==> config.mk <==
export PLATFORM = sky130hd
export DESIGN_NAME = inst_prefetch_queue_flat
export DESIGN_NICKNAME = d
export VERILOG_FILES = /design/src/rtl/cpu_pkg.sv /design/src/rtl/inst_prefetch_queue_if.sv /design/src/rtl/inst_prefetch_queue_chk.sv /design/src/rtl/inst_prefetch_queue_fifo.sv /design/src/rtl/inst_prefetch_queue.sv /design/src/flat_wrapper.sv
export SDC_FILE = /design/constraint.sdc
export NUM_CORES = 1
export LEC_CHECK = 0
export ABC_CLOCK_PERIOD_IN_PS = 6500
export CAP_MARGIN = 20
export CORE_ASPECT_RATIO = 1.5
export CORE_MARGIN = 2
export CORE_UTILIZATION = 31
export CTS_CLUSTER_DIAMETER = 40
export DETAILED_ROUTE_END_ITERATION = 7
export GPL_TIMING_DRIVEN = 0
export SLEW_MARGIN = 10
export SYNTH_ARGS = -nofsm -noshare
export SYNTH_HDL_FRONTEND = slang
export SYNTH_SLANG_ARGS = --single-unit
==> constraint.sdc <==
create_clock -name clk_i -period 6.5 [get_ports clk_i]
set_input_delay 1.625 -clock clk_i [delete_from_list [all_inputs] [get_ports clk_i]]
set_output_delay 1.625 -clock clk_i [all_outputs]
set_load 0.005 [all_outputs]
==> src/rtl/cpu_pkg.sv <==
// cpu_pkg: types and constants shared by the instruction prefetch stage
// and its environment.
package cpu_pkg;

  localparam int          INST_W           = 32;
  localparam logic [31:0] RESET_PC_DEFAULT = 32'h0000_0000;

  typedef enum logic [0:0] {
    RUN   = 1'b0,
    DRAIN = 1'b1
  } prefetch_state_t;

  typedef struct packed {
    logic [INST_W-1:0] inst;
    logic [INST_W-1:0] pc_adder;
  } queue_entry_t;

endpackage

==> src/rtl/inst_prefetch_queue_if.sv <==
// inst_prefetch_queue_if: fetch-request, response, decode-side and redirect
// signals of the prefetch stage. master = prefetch stage, slave = environment.
interface inst_prefetch_queue_if;
  import cpu_pkg::*;

  logic              req_valid_o;
  logic              req_ready_i;
  logic [31:0]       req_addr_o;
  logic              resp_valid_i;
  logic [INST_W-1:0] resp_data_i;
  logic              inst_valid_o;
  logic              inst_ready_i;
  logic [INST_W-1:0] inst_o;
  logic [31:0]       pc_adder_o;
  logic              redirect_i;
  logic [31:0]       redirect_pc_i;

  modport master (
    output req_valid_o, req_addr_o, inst_valid_o, inst_o, pc_adder_o,
    input  req_ready_i, resp_valid_i, resp_data_i, inst_ready_i,
           redirect_i, redirect_pc_i
  );

  modport slave (
    input  req_valid_o, req_addr_o, inst_valid_o, inst_o, pc_adder_o,
    output req_ready_i, resp_valid_i, resp_data_i, inst_ready_i,
           redirect_i, redirect_pc_i
  );

endinterface

==> src/rtl/inst_prefetch_queue_chk.sv <==
// inst_prefetch_queue_chk: simulation-only protocol and invariant checks for
// the prefetch stage.
module inst_prefetch_queue_chk #(
  parameter int DEPTH = 4,
  parameter int CNT_W = 3,
  parameter int PTR_W = 2
) (
  input logic             clk,
  input logic             rst_n,
  input logic             resp_valid,
  input logic [CNT_W-1:0] outstanding,
  input logic [PTR_W:0]   occupancy,
  input logic             push,
  input logic             pop,
  input logic             full
);

  // A response with nothing in flight is a memory-side protocol error.
  resp_without_req_a: assert property (@(posedge clk) disable iff (!rst_n)
    resp_valid |-> (outstanding != '0))
    else $error("inst_prefetch_queue: response with no outstanding request");

  // Credits never exceed the queue size.
  credit_bound_a: assert property (@(posedge clk) disable iff (!rst_n)
    (32'(outstanding) + 32'(occupancy)) <= DEPTH)
    else $error("inst_prefetch_queue: outstanding plus occupancy exceeds DEPTH");

  // A push into a full queue must coincide with a pop.
  no_overflow_a: assert property (@(posedge clk) disable iff (!rst_n)
    (push && full) |-> pop)
    else $error("inst_prefetch_queue: push into full queue without pop");

endmodule

==> src/rtl/inst_prefetch_queue_fifo.sv <==
// inst_fifo: DEPTH-entry circular buffer of {inst, PC+4}. Pointers carry one
// extra wrap bit so full and empty are distinguishable; clr empties it.
module inst_fifo
  import cpu_pkg::*;
#(
  parameter int DEPTH = 4
) (
  input  logic                     clk,
  input  logic                     rst_n,
  input  logic                     clr,
  input  logic                     push,
  input  logic                     pop,
  input  queue_entry_t             wdata,
  output queue_entry_t             rdata,
  output logic                     empty,
  output logic                     full,
  output logic [$clog2(DEPTH):0]   count
);
  localparam int PTR_W = $clog2(DEPTH);

  queue_entry_t   mem_r [DEPTH];
  logic [PTR_W:0] wr_ptr_r;
  logic [PTR_W:0] rd_ptr_r;
  logic           do_push_s;
  logic           do_pop_s;

  assign empty     = (wr_ptr_r == rd_ptr_r);
  assign full      = (wr_ptr_r[PTR_W] != rd_ptr_r[PTR_W]) &&
                     (wr_ptr_r[PTR_W-1:0] == rd_ptr_r[PTR_W-1:0]);
  assign count     = wr_ptr_r - rd_ptr_r;
  // A push into a full queue is legal only when the head leaves this cycle.
  assign do_push_s = push & (~full | pop);
  assign do_pop_s  = pop & ~empty;
  assign rdata     = mem_r[rd_ptr_r[PTR_W-1:0]];

  // Pointer update; clear wins over push and pop.
  always_ff @(posedge clk or negedge rst_n) begin
    if (!rst_n) begin
      wr_ptr_r <= '0;
      rd_ptr_r <= '0;
    end else if (clr) begin
      wr_ptr_r <= '0;
      rd_ptr_r <= '0;
    end else begin
      if (do_push_s) begin
        wr_ptr_r <= wr_ptr_r + (PTR_W+1)'(1);
      end
      if (do_pop_s) begin
        rd_ptr_r <= rd_ptr_r + (PTR_W+1)'(1);
      end
    end
  end

  // Entry storage, zeroed at reset so the head reads 0 out of reset.
  always_ff @(posedge clk or negedge rst_n) begin
    if (!rst_n) begin
      for (int i = 0; i < DEPTH; i++) begin
        mem_r[i] <= '0;
      end
    end else if (do_push_s && !clr) begin
      mem_r[wr_ptr_r[PTR_W-1:0]] <= wdata;
    end
  end

endmodule

==> src/rtl/inst_prefetch_queue.sv <==
// inst_prefetch_queue: in-order instruction prefetch with credit-limited
// requests, a DEPTH-entry {inst, PC+4} queue and branch-redirect flush.
// Optional feature macro: INST_PREFETCH_BYPASS_EN (same-cycle response
// bypass into an empty queue).
module inst_prefetch_queue
  import cpu_pkg::*;
#(
  parameter int          DEPTH    = 4,
  parameter logic [31:0] RESET_PC = RESET_PC_DEFAULT
) (
  input logic                   clk_i,
  input logic                   rst_i,
  inst_prefetch_queue_if.master bus
);
  localparam int CNT_W = $clog2(DEPTH + 1);
  localparam int PTR_W = $clog2(DEPTH);

  prefetch_state_t   state_r;
  prefetch_state_t   state_n_s;
  logic [CNT_W-1:0]  outstanding_r;
  logic [CNT_W-1:0]  outstanding_n_s;
  logic [CNT_W-1:0]  discard_cnt_r;
  logic [CNT_W-1:0]  discard_n_s;
  logic [31:0]       fetch_pc_r;
  // PC of the next response still to be kept; responses return in request
  // order, so this single register is the tag of the response at the head.
  logic [31:0]       resp_pc_r;
  logic [PTR_W:0]    occupancy_s;
  logic [CNT_W:0]    credit_sum_s;
  logic              credit_ok_s;
  logic              req_valid_s;
  logic              accept_s;
  logic              resp_ok_s;
  logic              resp_keep_s;
  logic              push_s;
  logic              pop_s;
  logic              fifo_empty_s;
  logic              fifo_full_s;
  queue_entry_t      push_entry_s;
  queue_entry_t      head_entry_s;

  assign credit_sum_s = {1'b0, outstanding_r} + (CNT_W+1)'(occupancy_s);
  assign credit_ok_s  = (credit_sum_s < (CNT_W+1)'(DEPTH));
  // Held low while reset is asserted even though the counters read zero.
  assign req_valid_s  = rst_i & ~bus.redirect_i & credit_ok_s;
  assign accept_s     = req_valid_s & bus.req_ready_i;
  // Responses with nothing in flight are ignored.
  assign resp_ok_s    = bus.resp_valid_i & (outstanding_r != '0);

  assign bus.req_valid_o = req_valid_s;
  assign bus.req_addr_o  = fetch_pc_r;

  assign push_entry_s.inst     = bus.resp_data_i;
  assign push_entry_s.pc_adder = resp_pc_r + 32'd4;
  // A pop in the redirect cycle is void: the queue is being cleared.
  assign pop_s = ~fifo_empty_s & bus.inst_ready_i & ~bus.redirect_i;

`ifdef INST_PREFETCH_BYPASS_EN
  logic bypass_s;
  assign bypass_s         = fifo_empty_s & resp_keep_s;
  assign push_s           = resp_keep_s & ~(bypass_s & bus.inst_ready_i);
  assign bus.inst_valid_o = ~fifo_empty_s | bypass_s;
  assign bus.inst_o       = bypass_s ? push_entry_s.inst     : head_entry_s.inst;
  assign bus.pc_adder_o   = bypass_s ? push_entry_s.pc_adder : head_entry_s.pc_adder;
`else
  assign push_s           = resp_keep_s;
  assign bus.inst_valid_o = ~fifo_empty_s;
  assign bus.inst_o       = head_entry_s.inst;
  assign bus.pc_adder_o   = head_entry_s.pc_adder;
`endif

  // Outstanding count: accept adds one, a valid response removes one.
  always_comb begin
    outstanding_n_s = outstanding_r;
    case ({accept_s, resp_ok_s})
      2'b10:   outstanding_n_s = outstanding_r + CNT_W'(1);
      2'b01:   outstanding_n_s = outstanding_r - CNT_W'(1);
      default: outstanding_n_s = outstanding_r;
    endcase
  end

  // Fetch PC, response-tag PC and outstanding counter registers.
  always_ff @(posedge clk_i or negedge rst_i) begin
    if (!rst_i) begin
      outstanding_r <= '0;
      fetch_pc_r    <= RESET_PC;
      resp_pc_r     <= RESET_PC;
    end else begin
      outstanding_r <= outstanding_n_s;
      if (bus.redirect_i) begin
        fetch_pc_r <= bus.redirect_pc_i;
        resp_pc_r  <= bus.redirect_pc_i;
      end else begin
        if (accept_s) begin
          fetch_pc_r <= fetch_pc_r + 32'd4;
        end
        if (resp_keep_s) begin
          resp_pc_r <= resp_pc_r + 32'd4;
        end
      end
    end
  end

  // FSM state and discard counter register.
  always_ff @(posedge clk_i or negedge rst_i) begin
    if (!rst_i) begin
      state_r       <= RUN;
      discard_cnt_r <= '0;
    end else begin
      state_r       <= state_n_s;
      discard_cnt_r <= discard_n_s;
    end
  end

  // Next state: a redirect schedules every still-in-flight response for
  // discard (the one returning this cycle is already being dropped).
  always_comb begin
    state_n_s   = state_r;
    discard_n_s = discard_cnt_r;
    if (bus.redirect_i) begin
      discard_n_s = outstanding_r - CNT_W'(resp_ok_s);
      state_n_s   = (discard_n_s != '0) ? DRAIN : RUN;
    end else begin
      case (state_r)
        RUN: begin
          state_n_s = RUN;
        end
        DRAIN: begin
          if (resp_ok_s) begin
            discard_n_s = discard_cnt_r - CNT_W'(1);
            state_n_s   = (discard_n_s == '0) ? RUN : DRAIN;
          end else begin
            state_n_s = DRAIN;
          end
        end
        default: begin
          state_n_s   = RUN;
          discard_n_s = '0;
        end
      endcase
    end
  end

  // FSM output: responses are kept only in RUN and never in a redirect cycle.
  always_comb begin
    resp_keep_s = 1'b0;
    case (state_r)
      RUN:     resp_keep_s = resp_ok_s & ~bus.redirect_i;
      DRAIN:   resp_keep_s = 1'b0;
      default: resp_keep_s = 1'b0;
    endcase
  end

  inst_fifo #(.DEPTH(DEPTH)) u_fifo (
    .clk   (clk_i),
    .rst_n (rst_i),
    .clr   (bus.redirect_i),
    .push  (push_s),
    .pop   (pop_s),
    .wdata (push_entry_s),
    .rdata (head_entry_s),
    .empty (fifo_empty_s),
    .full  (fifo_full_s),
    .count (occupancy_s)
  );

  inst_prefetch_queue_chk #(.DEPTH(DEPTH), .CNT_W(CNT_W), .PTR_W(PTR_W)) u_chk (
    .clk         (clk_i),
    .rst_n       (rst_i),
    .resp_valid  (bus.resp_valid_i),
    .outstanding (outstanding_r),
    .occupancy   (occupancy_s),
    .push        (push_s & ~bus.redirect_i),
    .pop         (pop_s),
    .full        (fifo_full_s)
  );

endmodule
==> src/flat_wrapper.sv <==
// flat-port wrapper written by rule: the top's interface ports become plain ports
module inst_prefetch_queue_flat import cpu_pkg::*;
#(
  parameter int          DEPTH    = 4,
  parameter logic [31:0] RESET_PC = RESET_PC_DEFAULT
)
  (clk_i, rst_i, bus_req_valid_o, bus_req_addr_o, bus_inst_valid_o, bus_inst_o, bus_pc_adder_o, bus_req_ready_i, bus_resp_valid_i, bus_resp_data_i, bus_inst_ready_i, bus_redirect_i, bus_redirect_pc_i);
  inst_prefetch_queue_if bus_i ();
  input logic clk_i;
  input logic rst_i;
  output wire logic [$bits(bus_i.req_valid_o)-1:0] bus_req_valid_o;
  output wire logic [$bits(bus_i.req_addr_o)-1:0] bus_req_addr_o;
  output wire logic [$bits(bus_i.inst_valid_o)-1:0] bus_inst_valid_o;
  output wire logic [$bits(bus_i.inst_o)-1:0] bus_inst_o;
  output wire logic [$bits(bus_i.pc_adder_o)-1:0] bus_pc_adder_o;
  input wire logic [$bits(bus_i.req_ready_i)-1:0] bus_req_ready_i;
  input wire logic [$bits(bus_i.resp_valid_i)-1:0] bus_resp_valid_i;
  input wire logic [$bits(bus_i.resp_data_i)-1:0] bus_resp_data_i;
  input wire logic [$bits(bus_i.inst_ready_i)-1:0] bus_inst_ready_i;
  input wire logic [$bits(bus_i.redirect_i)-1:0] bus_redirect_i;
  input wire logic [$bits(bus_i.redirect_pc_i)-1:0] bus_redirect_pc_i;
  assign bus_req_valid_o = bus_i.req_valid_o;
  assign bus_req_addr_o = bus_i.req_addr_o;
  assign bus_inst_valid_o = bus_i.inst_valid_o;
  assign bus_inst_o = bus_i.inst_o;
  assign bus_pc_adder_o = bus_i.pc_adder_o;
  assign bus_i.req_ready_i = bus_req_ready_i;
  assign bus_i.resp_valid_i = bus_resp_valid_i;
  assign bus_i.resp_data_i = bus_resp_data_i;
  assign bus_i.inst_ready_i = bus_inst_ready_i;
  assign bus_i.redirect_i = bus_redirect_i;
  assign bus_i.redirect_pc_i = bus_redirect_pc_i;
  inst_prefetch_queue #(.DEPTH(DEPTH), .RESET_PC(RESET_PC)) u_core (.clk_i(clk_i), .rst_i(rst_i), .bus(bus_i));
endmodule
==> reports/qor.yml, run 1 <==
synth:
  ys_seq_area_share_pct: 53.6
  synthTopCellsByArea: "dfrtp_1 54%, mux2_2 10%, mux4_2 9.3%"
  synthesis.area_um2: 15600
  ys_types: 54
  synth_area_per_cell_um2: 12.0
  synth-adder-area-share_pct: 1.54
  ys.flop_type: "dfrtp_1"
  synth_top_family_by_area: "multiplexers"
  netlist_instances: 1301
  ys_ff_latch: 333
  synth_edf_count: 0
  synth_compound_area_share_pct: 7.27
  muxShareOfSynthArea_pct: 20.0
  ys_warn_count: 0
  synth_top_area_share_pct: 53.6
  synthXorXnorAreaFrac_pct: 4.34
  synth_nets: 1389
  synth_area_leader_cell: "dfrtp_1"
  synth-simple-area-share_pct: 10.6
  async_flop_share_pct: 100
detailed_routing:
  vias_per_cell: 5.09
  first_pass_iters: 4
  wire_per_inst_um: 19.7
  vias: 11200
  drtIter0Drc: 657
  wl_um: 43600
  drcViolationCount: 0
  ant_nets: 0
clock_tree:
  clkLatencyLatePin_ns: 0.55
  cts-root-buf: "clkbuf_16"
  cts_hold_buf: 0
  tritoncts: "built"
  htreeDepth: 2
  cts_inserted_buffers: 42
  cts_buffer_depth: 3
  path_clk_slew_ns: 0.06
  cts_sinks: 333
grt:
  antenna_found_initial: 1
  grt_max_degree: 113
  gr-total-overflow: 0
  grt_pass1_vias: 11900
  grt_util_all_layers_pct: 16.7
  grt_pass1_wl_um: 68300
worst_setup_path:
  reg2reg_slack_ns: 1.31
  crit_start: "u_core.u_fifo.rd_ptr_r[1]"
  critPathRequiredTime_ns: 4.88
  start_kind: "register"
  r2r-start: "u_core.u_fifo.rd_ptr_r[1]"
  critPathArrivalTime_ns: 4.37
  path_max_fanout: 10
  endpoint: "bus_req_valid_o"
  worstReg2RegEnd: "u_core.outstanding_r[2]"
  end_kind: "output port"
  reg2reg_depth: 17
  crit_type: "register to output port"
layout:
  postLayoutCellArea_um2: 19600
  drive_gt1_share_pct: 19.5
  fin_util_pct: 39.6
  final_cells: 2208
  fillers: 4839
  final_common_cell: "dfrtp_1"
  layout_common_cells: "333 x dfrtp_1, 165 x clkdlybuf4s50_1, 162 x nand2_1"
  nNetsFinal: 1602
  synthToLayoutAreaGrowth_pct: 26.1
placement:
  gp_congestion: 0.846
  dp_hpwl_um: 31300
  place_area_um2: 18100
  pre_cts_ws_ns: 0.623
  io_buffers: 166
  dp_cells: 2133
power:
  power_leakage_uw: 0.00832
  sw_frac_of_total_pct: 28.3
  p_per_area_nw_per_um2: 361
  p_int_uw: 5080
  power_switching_uw: 2000
  ir_drop_mv: 0.173
  pwr-share-comb_pct: 27.1
  seq_power_share_pct: 38.2
  pwr-share-clk_pct: 34.7
timing:
  setup_viol: 0
  hold_violations: 0
  skew_ns: 0.0198
  worst_slew_pin_slew_ns: 0.951
  fmax_mhz: 167
  finalCriticalPeriod_ns: 6.00
  min_period_over_period_pct: 92.3
  rsz0062_at_grt: "no"
  slew_viol_final: 0
  finalWorstSetupSlack_ns: 0.504
  whs_ns: 0.475
  max-slew-margin-rel_pct: 36.1
hold_path:
  hp-class: "register to register"
floorplan:
  io_pins: 168
  die_area_um2: 52000
  die_h_um: 278
  die_w_um: 187
  initial_core_util_pct: 31.4
  coreArea_um2: 49500
  rows: 100
flow_run:
  max-cap-violations: 0
status:
  status: "complete, no violations"
[critical path: stages (launching register included)]
cell             delay [ns]
dfrtp_1                0.49
clkbuf_1               0.56
clkbuf_2               0.43
inv_1                  0.13
fa_1                   0.41
xor2_1                 0.17
ha_1                   0.28
or4b_4                 0.50
nor3_1                 0.29
clkdlybuf4s50_1        0.56
[how the worst min path moves through the flow]
stage	startpoint	end	slack, ns	cells past startpoint
floorplan	u_core.u_fifo.mem_r[64]	u_core.u_fifo.mem_r[64]	0.44	2
global placement	u_core.u_fifo.mem_r[205]	u_core.u_fifo.mem_r[205]	0.46	2
detailed placement	u_core.u_fifo.mem_r[71]	u_core.u_fifo.mem_r[71]	0.47	2
CTS	u_core.u_fifo.mem_r[71]	u_core.u_fifo.mem_r[71]	0.48	2
global route	u_core.u_fifo.mem_r[71]	u_core.u_fifo.mem_r[71]	0.50	2
finish	u_core.u_fifo.mem_r[217]	u_core.u_fifo.mem_r[217]	0.47	2
[cells by family after synthesis]
family / Yosys count
buf+inv: 106
flops: 333
fa+ha+maj: 18
xor+xnor: 77
compound gates: 203
simple gates: 351
mux: 213
[area by class of cell]
class                      count  area (µm²)  share of cell area (%)
sequential                   333        8330                    42.5
multi-input combinational    862        6810                    34.7
timing repair buffer         169        1750                    8.92
clock buffer                  55        1190                    6.08
tap                          663         830                    4.23
buffer                        82         324                    1.65
clock inverter                19         279                    1.42
inverter                      24        90.1                   0.460
antenna                        1        2.50                  0.0128
[registers in the layout, summed over array words and instances, names as in the netlist]
name	flops
u_core.bus.req_addr_o	32
u_core.discard_cnt_r	3
u_core.outstanding_r	3
u_core.resp_pc_r	32
u_core.state_r	1
u_core.u_fifo.mem_r	256
u_core.u_fifo.rd_ptr_r	3
u_core.u_fifo.wr_ptr_r	3
[metal layers]
metal  GRT usage (%)  vias to the layer above  routed length [µm]
met5               0                        -                   0
met4            7.14                        0                1730
met3            2.51                       92                1760
met2            30.3                      282               22900
met1            19.7                     5760               17200
li1                -                     5097                   -
[cells in the mapped netlist (11+ instances only)]
master,instances
mux4_2,64
and3_1,11
ha_1,16
clkbuf_1,48
buf_2,12
a21oi_1,37
xor2_1,46
nand4_1,28
xnor2_1,31
buf_1,22
nand3_1,45
nand2_1,162
nor2_1,60
mux2_2,145
inv_1,23
o211ai_1,12
o21ai_0,128
dfrtp_1,333
[metrics by stage]
stage | power [µW] | setup TNS [ns]
global route | 7440 | 0
global placement | 4650 | -3812.97
finish | 7090 | 0
floorplan | 3680 | 0
detailed placement | 4710 | 0
CTS | 7190 | 0
[timing repair]
item	in CTS	in global routing
resized for setup	0	1
endpoints found under the setup margin	0	1
setup buffers	0	0
[power by group through the flow]
stage          sequential, µW  clock (µW)  combinational [µW]
4_1_cts                  2710        2510                1970
3_5_place_dp             2750           0                1960
5_1_grt                  2760        2590                2090
2_1_floorplan            2660           0                1020
6_report                 2710        2460                1920
3_3_place_gp             2730           0                1920
(Power assumes the default switching activity.)
==> inputs of run 2 (changes only) <==
--- a/config.mk
+++ b/config.mk
@@ -7,12 +7,15 @@
 export LEC_CHECK = 0
 export ABC_CLOCK_PERIOD_IN_PS = 6500
 export CAP_MARGIN = 20
+export CELL_PAD_IN_SITES_DETAIL_PLACEMENT = 0
+export CELL_PAD_IN_SITES_GLOBAL_PLACEMENT = 1
 export CORE_ASPECT_RATIO = 1.5
 export CORE_MARGIN = 2
 export CORE_UTILIZATION = 31
 export CTS_CLUSTER_DIAMETER = 40
 export DETAILED_ROUTE_END_ITERATION = 7
 export GPL_TIMING_DRIVEN = 0
+export PLACE_DENSITY_LB_ADDON = 0.1
 export SLEW_MARGIN = 10
 export SYNTH_ARGS = -nofsm -noshare
 export SYNTH_HDL_FRONTEND = slang
==> reports/qor.yml, run 2 (same netlist as run 1, synthesis figures left out) <==
clock_tree:
  cts_inserted_buffers: 49  # was 42
  postCtsSetupBuffers: 0  # unchanged
  cts_buffer_depth: 3  # unchanged
  cts_hold_buf: 0  # unchanged
  cts_sinks: 333  # unchanged
  htreeDepth: 2  # unchanged
  cts_resized: 0  # unchanged
  tritoncts: "built"  # unchanged
  path_clk_slew_ns: 0.05  # was 0.06 ns
  cts-root-buf: "clkbuf_16"  # unchanged
  clkLatencyLatePin_ns: 0.56  # was 0.55 ns
hold_path:
  hp-start: "u_core.u_fifo.mem_r[2]"  # was u_core.u_fifo.mem_r[217]
  hold_path_depth: 2  # unchanged
  hp-class: "register to register"  # unchanged
  hold_end: "u_core.u_fifo.mem_r[2]"  # was u_core.u_fifo.mem_r[217]
timing:
  finalCriticalPeriod_ns: 6.26  # was 6.00 ns
  skew_ns: 0.0187  # was 0.0198 ns
  slew_viol_final: 0  # unchanged
  fmax_mhz: 160  # was 167 MHz
  min_period_over_period_pct: 96.3  # was 92.3%
  setup_viol: 0  # unchanged
  worst_slew_pin_slew_ns: 0.973  # was 0.951 ns
  rsz0062_at_grt: "no"  # unchanged
  hold_violations: 0  # unchanged
  max-slew-margin-rel_pct: 35.1  # was 36.1%
floorplan:
  io_pins: 168  # unchanged
  die_h_um: 278  # unchanged
  coreArea_um2: 49500  # unchanged
  initial_core_util_pct: 31.4  # unchanged
  rows: 100  # unchanged
  die_area_um2: 52000  # unchanged
  die_w_um: 187  # unchanged
worst_setup_path:
  reg2reg_depth: 15  # was 17
  start_kind: "register"  # unchanged
  path_max_fanout: 10  # unchanged
  reg2reg_slack_ns: 0.94  # was 1.31 ns
  worstReg2RegEnd: "u_core.outstanding_r[1]"  # was u_core.outstanding_r[2]
  r2r-start: "u_core.u_fifo.rd_ptr_r[1]"  # unchanged
  end_kind: "output port"  # unchanged
  critPathRequiredTime_ns: 4.88  # about the same
  critPathArrivalTime_ns: 4.63  # was 4.37 ns
  crit_type: "register to output port"  # unchanged
layout:
  synthToLayoutAreaGrowth_pct: 27.5  # was 26.1%
  nNetsFinal: 1609  # was 1602
  postLayoutCellArea_um2: 19800  # was 19600 µm²
  multi_input_area_um2: 6810  # about the same
  drive_gt1_share_pct: 20.3  # was 19.5%
  regArea_um2: 8330  # unchanged
  fillers: 4908  # was 4839
  fin_util_pct: 40.0  # was 39.6%
  largest_register: "u_core.u_fifo.mem_r"  # unchanged
  final_common_cell: "dfrtp_1"  # unchanged
  largest_reg_flops: 256  # unchanged
  n_antenna_cell: 0  # was 1
  layout_common_cells: "333 x dfrtp_1, 165 x clkdlybuf4s50_1, 162 x nand2_1"  # unchanged
placement:
  place_area_um2: 18100  # about the same
  gp_congestion: 0.831  # was 0.846
  io_buffers: 166  # unchanged
  dp_hpwl_um: 32700  # was 31300 µm
grt:
  gr-total-overflow: 0  # unchanged
  grt_pass1_vias: 11800  # was 11.9k
  antenna_found_initial: 0  # was 1
  grt_max_degree: 98  # was 113
  grt_util_all_layers_pct: 17.9  # was 16.7%
  grt_pass1_wl_um: 71700  # was 68300 µm
power:
  ir_drop_mv: 0.220  # was 0.173 mV
  p_per_area_nw_per_um2: 370  # was 361 nW/µm²
  power_leakage_uw: 0.00840  # was 0.00832 µW
detailed_routing:
  wire_per_inst_um: 20.6  # was 19.7 µm
  drcViolationCount: 0  # unchanged
  vias_per_cell: 4.92  # was 5.09
  first_pass_iters: 7  # was 4
  ant_nets: 0  # unchanged
  wl_um: 45700  # was 43600 µm
  drtIter0Drc: 378  # was 657
  vias: 10900  # was 11.2k
flow_run:
  max-cap-violations: 0  # unchanged
status:
  status: "complete, no violations"  # unchanged
==> run 2: worst max-delay path, stage by stage, from the launching register on <==
cell,delay [ns]
dfrtp_1,0.48
clkbuf_1,0.66
buf_1,0.59
inv_1,0.19
fa_1,0.44
xor2_1,0.18
ha_1,0.30
or4b_4,0.50
nor3_1,0.20
clkdlybuf4s50_1,0.54
==> run 2: how the worst max path moves through the flow <==
| stage | endpoint | startpoint | slack, ns | cells after the start |
|---|---|---|---|---|
| floorplan | bus_req_valid_o | u_core.u_fifo.rd_ptr_r[1] | 2.17 | 8 |
| global placement | u_core.u_fifo.wr_ptr_r[2] | rst_i | -11.60 | 1 |
| detailed placement | bus_req_valid_o | u_core.u_fifo.rd_ptr_r[1] | 0.74 | 9 |
| CTS | bus_req_valid_o | u_core.u_fifo.rd_ptr_r[1] | 0.16 | 9 |
| global route | bus_req_valid_o | u_core.u_fifo.rd_ptr_r[1] | 0.03 | 9 |
| finish | bus_req_valid_o | u_core.u_fifo.rd_ptr_r[1] | 0.24 | 9 |
==> run 2: area by class of cell <==
class,instances,share of cell area (%)
Buffer,82,1.63
Multi-Input combinational cell,862,34.4
Clock inverter,26,1.58
Sequential cell,333,42.0
Clock buffer,63,6.95
Inverter,24,0.454
Tap cell,663,4.18
Timing Repair Buffer,169,8.82
==> run 2: per-layer routing <==
| metal | up-vias | wire (µm) | global-route usage [%] |
|---|---|---|---|
| met5 | - | 0 | 0 |
| met4 | 0 | 1240 | 5.56 |
| met3 | 63 | 1510 | 2.48 |
| met2 | 253 | 24100 | 32.9 |
| met1 | 5506 | 18900 | 21.5 |
| li1 | 5119 | - | - |
==> run 2: where the power goes <==
group / internal (µW) / switching [µW] / leakage (µW) / total (µW)
Clock: 1710 / 1010 / 0.000813 / 2720
Sequential: 2460 / 245 / 0.00439 / 2710
Combinational: 1120 / 788 / 0.00320 / 1900
==> run 2: stage by stage <==
stage / power (µW) / hold slack [ns] / TNS, ns / setup WS (ns) / cells
3_5_place_dp: 4700 / 0.465 / 0 / 0.740 / 2133
2_1_floorplan: 3680 / 0.445 / 0 / 2.17 / 1301
6_report: 7330 / 0.473 / 0 / 0.241 / 2222
4_1_cts: 7460 / 0.478 / 0 / 0.160 / 2222
5_1_grt: 7730 / 0.496 / 0 / 0.0296 / 2222
3_3_place_gp: 4660 / 0.456 / -4195.37 / -11.60 / 2130
==> inputs of run 3 (changes only) <==
--- a/config.mk
+++ b/config.mk
@@ -15,6 +15,7 @@
 export CTS_CLUSTER_DIAMETER = 40
 export DETAILED_ROUTE_END_ITERATION = 7
 export GPL_TIMING_DRIVEN = 0
+export MAX_ROUTING_LAYER = met4
 export PLACE_DENSITY_LB_ADDON = 0.1
 export SLEW_MARGIN = 10
 export SYNTH_ARGS = -nofsm -noshare
==> reports/qor.yml, run 3 (same netlist as run 1, synthesis figures left out) <==
status:
  status: "complete, no violations"  # unchanged
floorplan:
  die_h_um: 278  # unchanged
  die_w_um: 187  # unchanged
  initial_core_util_pct: 31.4  # unchanged
  io_pins: 168  # unchanged
  rows: 100  # unchanged
  coreArea_um2: 49500  # unchanged
  die_area_um2: 52000  # unchanged
power:
  power_leakage_uw: 0.00840  # unchanged
  pwr-share-comb_pct: 25.9  # was 26.0%
  power_switching_uw: 2050  # was 2040 µW
  ir_drop_mv: 0.221  # was 0.220 mV
  p_per_area_nw_per_um2: 370  # about the same
  sw_frac_of_total_pct: 28.0  # was 27.9%
  pwr-share-clk_pct: 37.2  # was 37.1%
  seq_power_share_pct: 36.9  # about the same
  p_int_uw: 5280  # about the same
worst_setup_path:
  path_max_fanout: 10  # unchanged
  critPathRequiredTime_ns: 4.88  # about the same
  cp_slowest_stage_delay_ns: 0.66  # about the same
  crit_family: "buffers and inverters"  # unchanged
  crit_type: "register to output port"  # unchanged
  r2r-start: "u_core.u_fifo.rd_ptr_r[1]"  # unchanged
  path_cells: "clkbuf_1 > buf_1 > inv_1 > fa_1 > xor2_1 > ha_1 > or4b_4 > nor3_1 > clkdlybuf4s50_1"  # unchanged
  worstReg2RegEnd: "u_core.outstanding_r[1]"  # unchanged
  end_kind: "output port"  # unchanged
  critPathArrivalTime_ns: 4.64  # was 4.63 ns
  reg2reg_depth: 15  # unchanged
  reg2reg_slack_ns: 0.92  # was 0.94 ns
  worst-path-buf-inv: 4  # unchanged
  start_kind: "register"  # unchanged
  slowest_stage: "clkbuf_1"  # unchanged
layout:
  regArea_um2: 8330  # unchanged
  largest_register: "u_core.u_fifo.mem_r"  # unchanged
  multi_input_area_um2: 6810  # unchanged
  fillers: 4908  # unchanged
  layout_common_cells: "333 x dfrtp_1, 165 x clkdlybuf4s50_1, 162 x nand2_1"  # unchanged
  synthToLayoutAreaGrowth_pct: 27.5  # unchanged
  fin_util_pct: 40.0  # unchanged
  final_common_cell: "dfrtp_1"  # unchanged
  largest_reg_flops: 256  # unchanged
  n_antenna_cell: 0  # unchanged
  drive_gt1_share_pct: 20.3  # unchanged
  nNetsFinal: 1609  # unchanged
flow_run:
  max-cap-violations: 0  # unchanged
clock_tree:
  cts_inserted_buffers: 49  # unchanged
  clkLatencyLatePin_ns: 0.57  # was 0.56 ns
  cts_hold_buf: 0  # unchanged
  cts_buffer_depth: 3  # unchanged
  cts-root-buf: "clkbuf_16"  # unchanged
  cts_sinks: 333  # unchanged
  htreeDepth: 2  # unchanged
  path_clk_slew_ns: 0.05  # about the same
  postCtsSetupBuffers: 0  # unchanged
  cts_resized: 0  # unchanged
  tritoncts: "built"  # unchanged
timing:
  worst_slew_pin_slew_ns: 0.969  # was 0.973 ns
  slew_viol_final: 0  # unchanged
  fmax_mhz: 160  # about the same
  min_period_over_period_pct: 96.4  # was 96.3%
  tns_ns: 0  # unchanged
  rsz0062_at_grt: "no"  # unchanged
  skew_ns: 0.0208  # was 0.0187 ns
  max-slew-margin-rel_pct: 34.8  # was 35.1%
  finalCriticalPeriod_ns: 6.27  # was 6.26 ns
  setup_viol: 0  # unchanged
  hold_violations: 0  # unchanged
placement:
  dp_hpwl_um: 32700  # unchanged
  gp_congestion: 0.844  # was 0.831
  io_buffers: 166  # unchanged
hold_path:
  hp-start: "u_core.u_fifo.mem_r[31]"  # was u_core.u_fifo.mem_r[2]
  hp-class: "register to register"  # unchanged
  hold_end: "u_core.u_fifo.mem_r[31]"  # was u_core.u_fifo.mem_r[2]
  hold_path_depth: 2  # unchanged
grt:
  grt_util_all_layers_pct: 18.4  # was 17.9%
  grt_pass1_vias: 11800  # about the same
  grt_max_degree: 98  # unchanged
  grt_pass1_wl_um: 71800  # was 71700 µm
  gr-total-overflow: 0  # unchanged
  antenna_found_initial: 0  # unchanged
detailed_routing:
  vias_per_cell: 4.93  # was 4.92
  ant_nets: 0  # unchanged
  drcViolationCount: 0  # unchanged
  drtIter0Drc: 441  # was 378
  vias: 11000  # was 10.9k
  wl_um: 45800  # was 45700 µm
  wire_per_inst_um: 20.6  # about the same
  first_pass_iters: 4  # was 7
## run 3: worst reg2reg max path, cell delays in order, from the launching register on
cell and delay, ns:
dfrtp_1 0.49, clkbuf_1 0.66, buf_1 0.60, inv_1 0.19
fa_1 0.44, xor2_1 0.18, ha_1 0.30, or4b_4 0.50
nor4b_4 0.71, inv_2 0.07, buf_2 0.23, buf_2 0.26
ha_1 0.25, inv_1 0.08, fa_1 0.41, mux2i_1 0.15
## run 3: layer usage
metal	wire length [µm]	vias to the layer above	global-route usage [%]	part of all wire, %
met5	0	-	-	0
met4	1200	0	5.47	2.6
met3	1530	63	2.41	3.3
met2	24100	239	32.8	53
met1	19000	5540	21.6	42
li1	-	5110	-	-
## run 3: how the worst max path moves through the flow
stage,from,endpoint,depth (start not counted)
final,u_core.u_fifo.rd_ptr_r[1],bus_req_valid_o,9
after global routing,u_core.u_fifo.rd_ptr_r[1],bus_req_valid_o,9
after CTS,u_core.u_fifo.rd_ptr_r[1],bus_req_valid_o,9
after detailed placement,u_core.u_fifo.rd_ptr_r[1],bus_req_valid_o,9
after global placement,rst_i,u_core.u_fifo.wr_ptr_r[2],1
after floorplan,u_core.u_fifo.rd_ptr_r[1],bus_req_valid_o,8
## run 3: layout make-up
cell class	instances	area share, %
sequential	333	42.0
multi-input combinational	862	34.4
timing repair buffer	169	8.82
clock buffer	63	6.95
tap	663	4.18
buffer	82	1.63
clock inverter	26	1.58
inverter	24	0.454
## run 3: metrics by stage
stage / instance area, µm² / worst slack [ns] / hold WS (ns) / total power [µW] / std cells
after floorplan: 15600 / 2.17 / 0.445 / 3680 / 1301
after global placement: 18000 / -11.60 / 0.456 / 4660 / 2130
after detailed placement: 18100 / 0.740 / 0.465 / 4700 / 2133
after CTS: 19800 / 0.160 / 0.478 / 7460 / 2222
after global routing: 19800 / 0.0298 / 0.496 / 7730 / 2222
final: 19800 / 0.232 / 0.473 / 7340 / 2222
## run 3: power by group through the flow
stage                     sequential (µW)  combinational [µW]  clock (µW)
after global placement               2740                1920           0
after floorplan                      2660                1020           0
final                                2710                1900        2730
after global routing                 2760                2080        2880
after detailed placement             2750                1950           0
after CTS                            2710                1960        2790
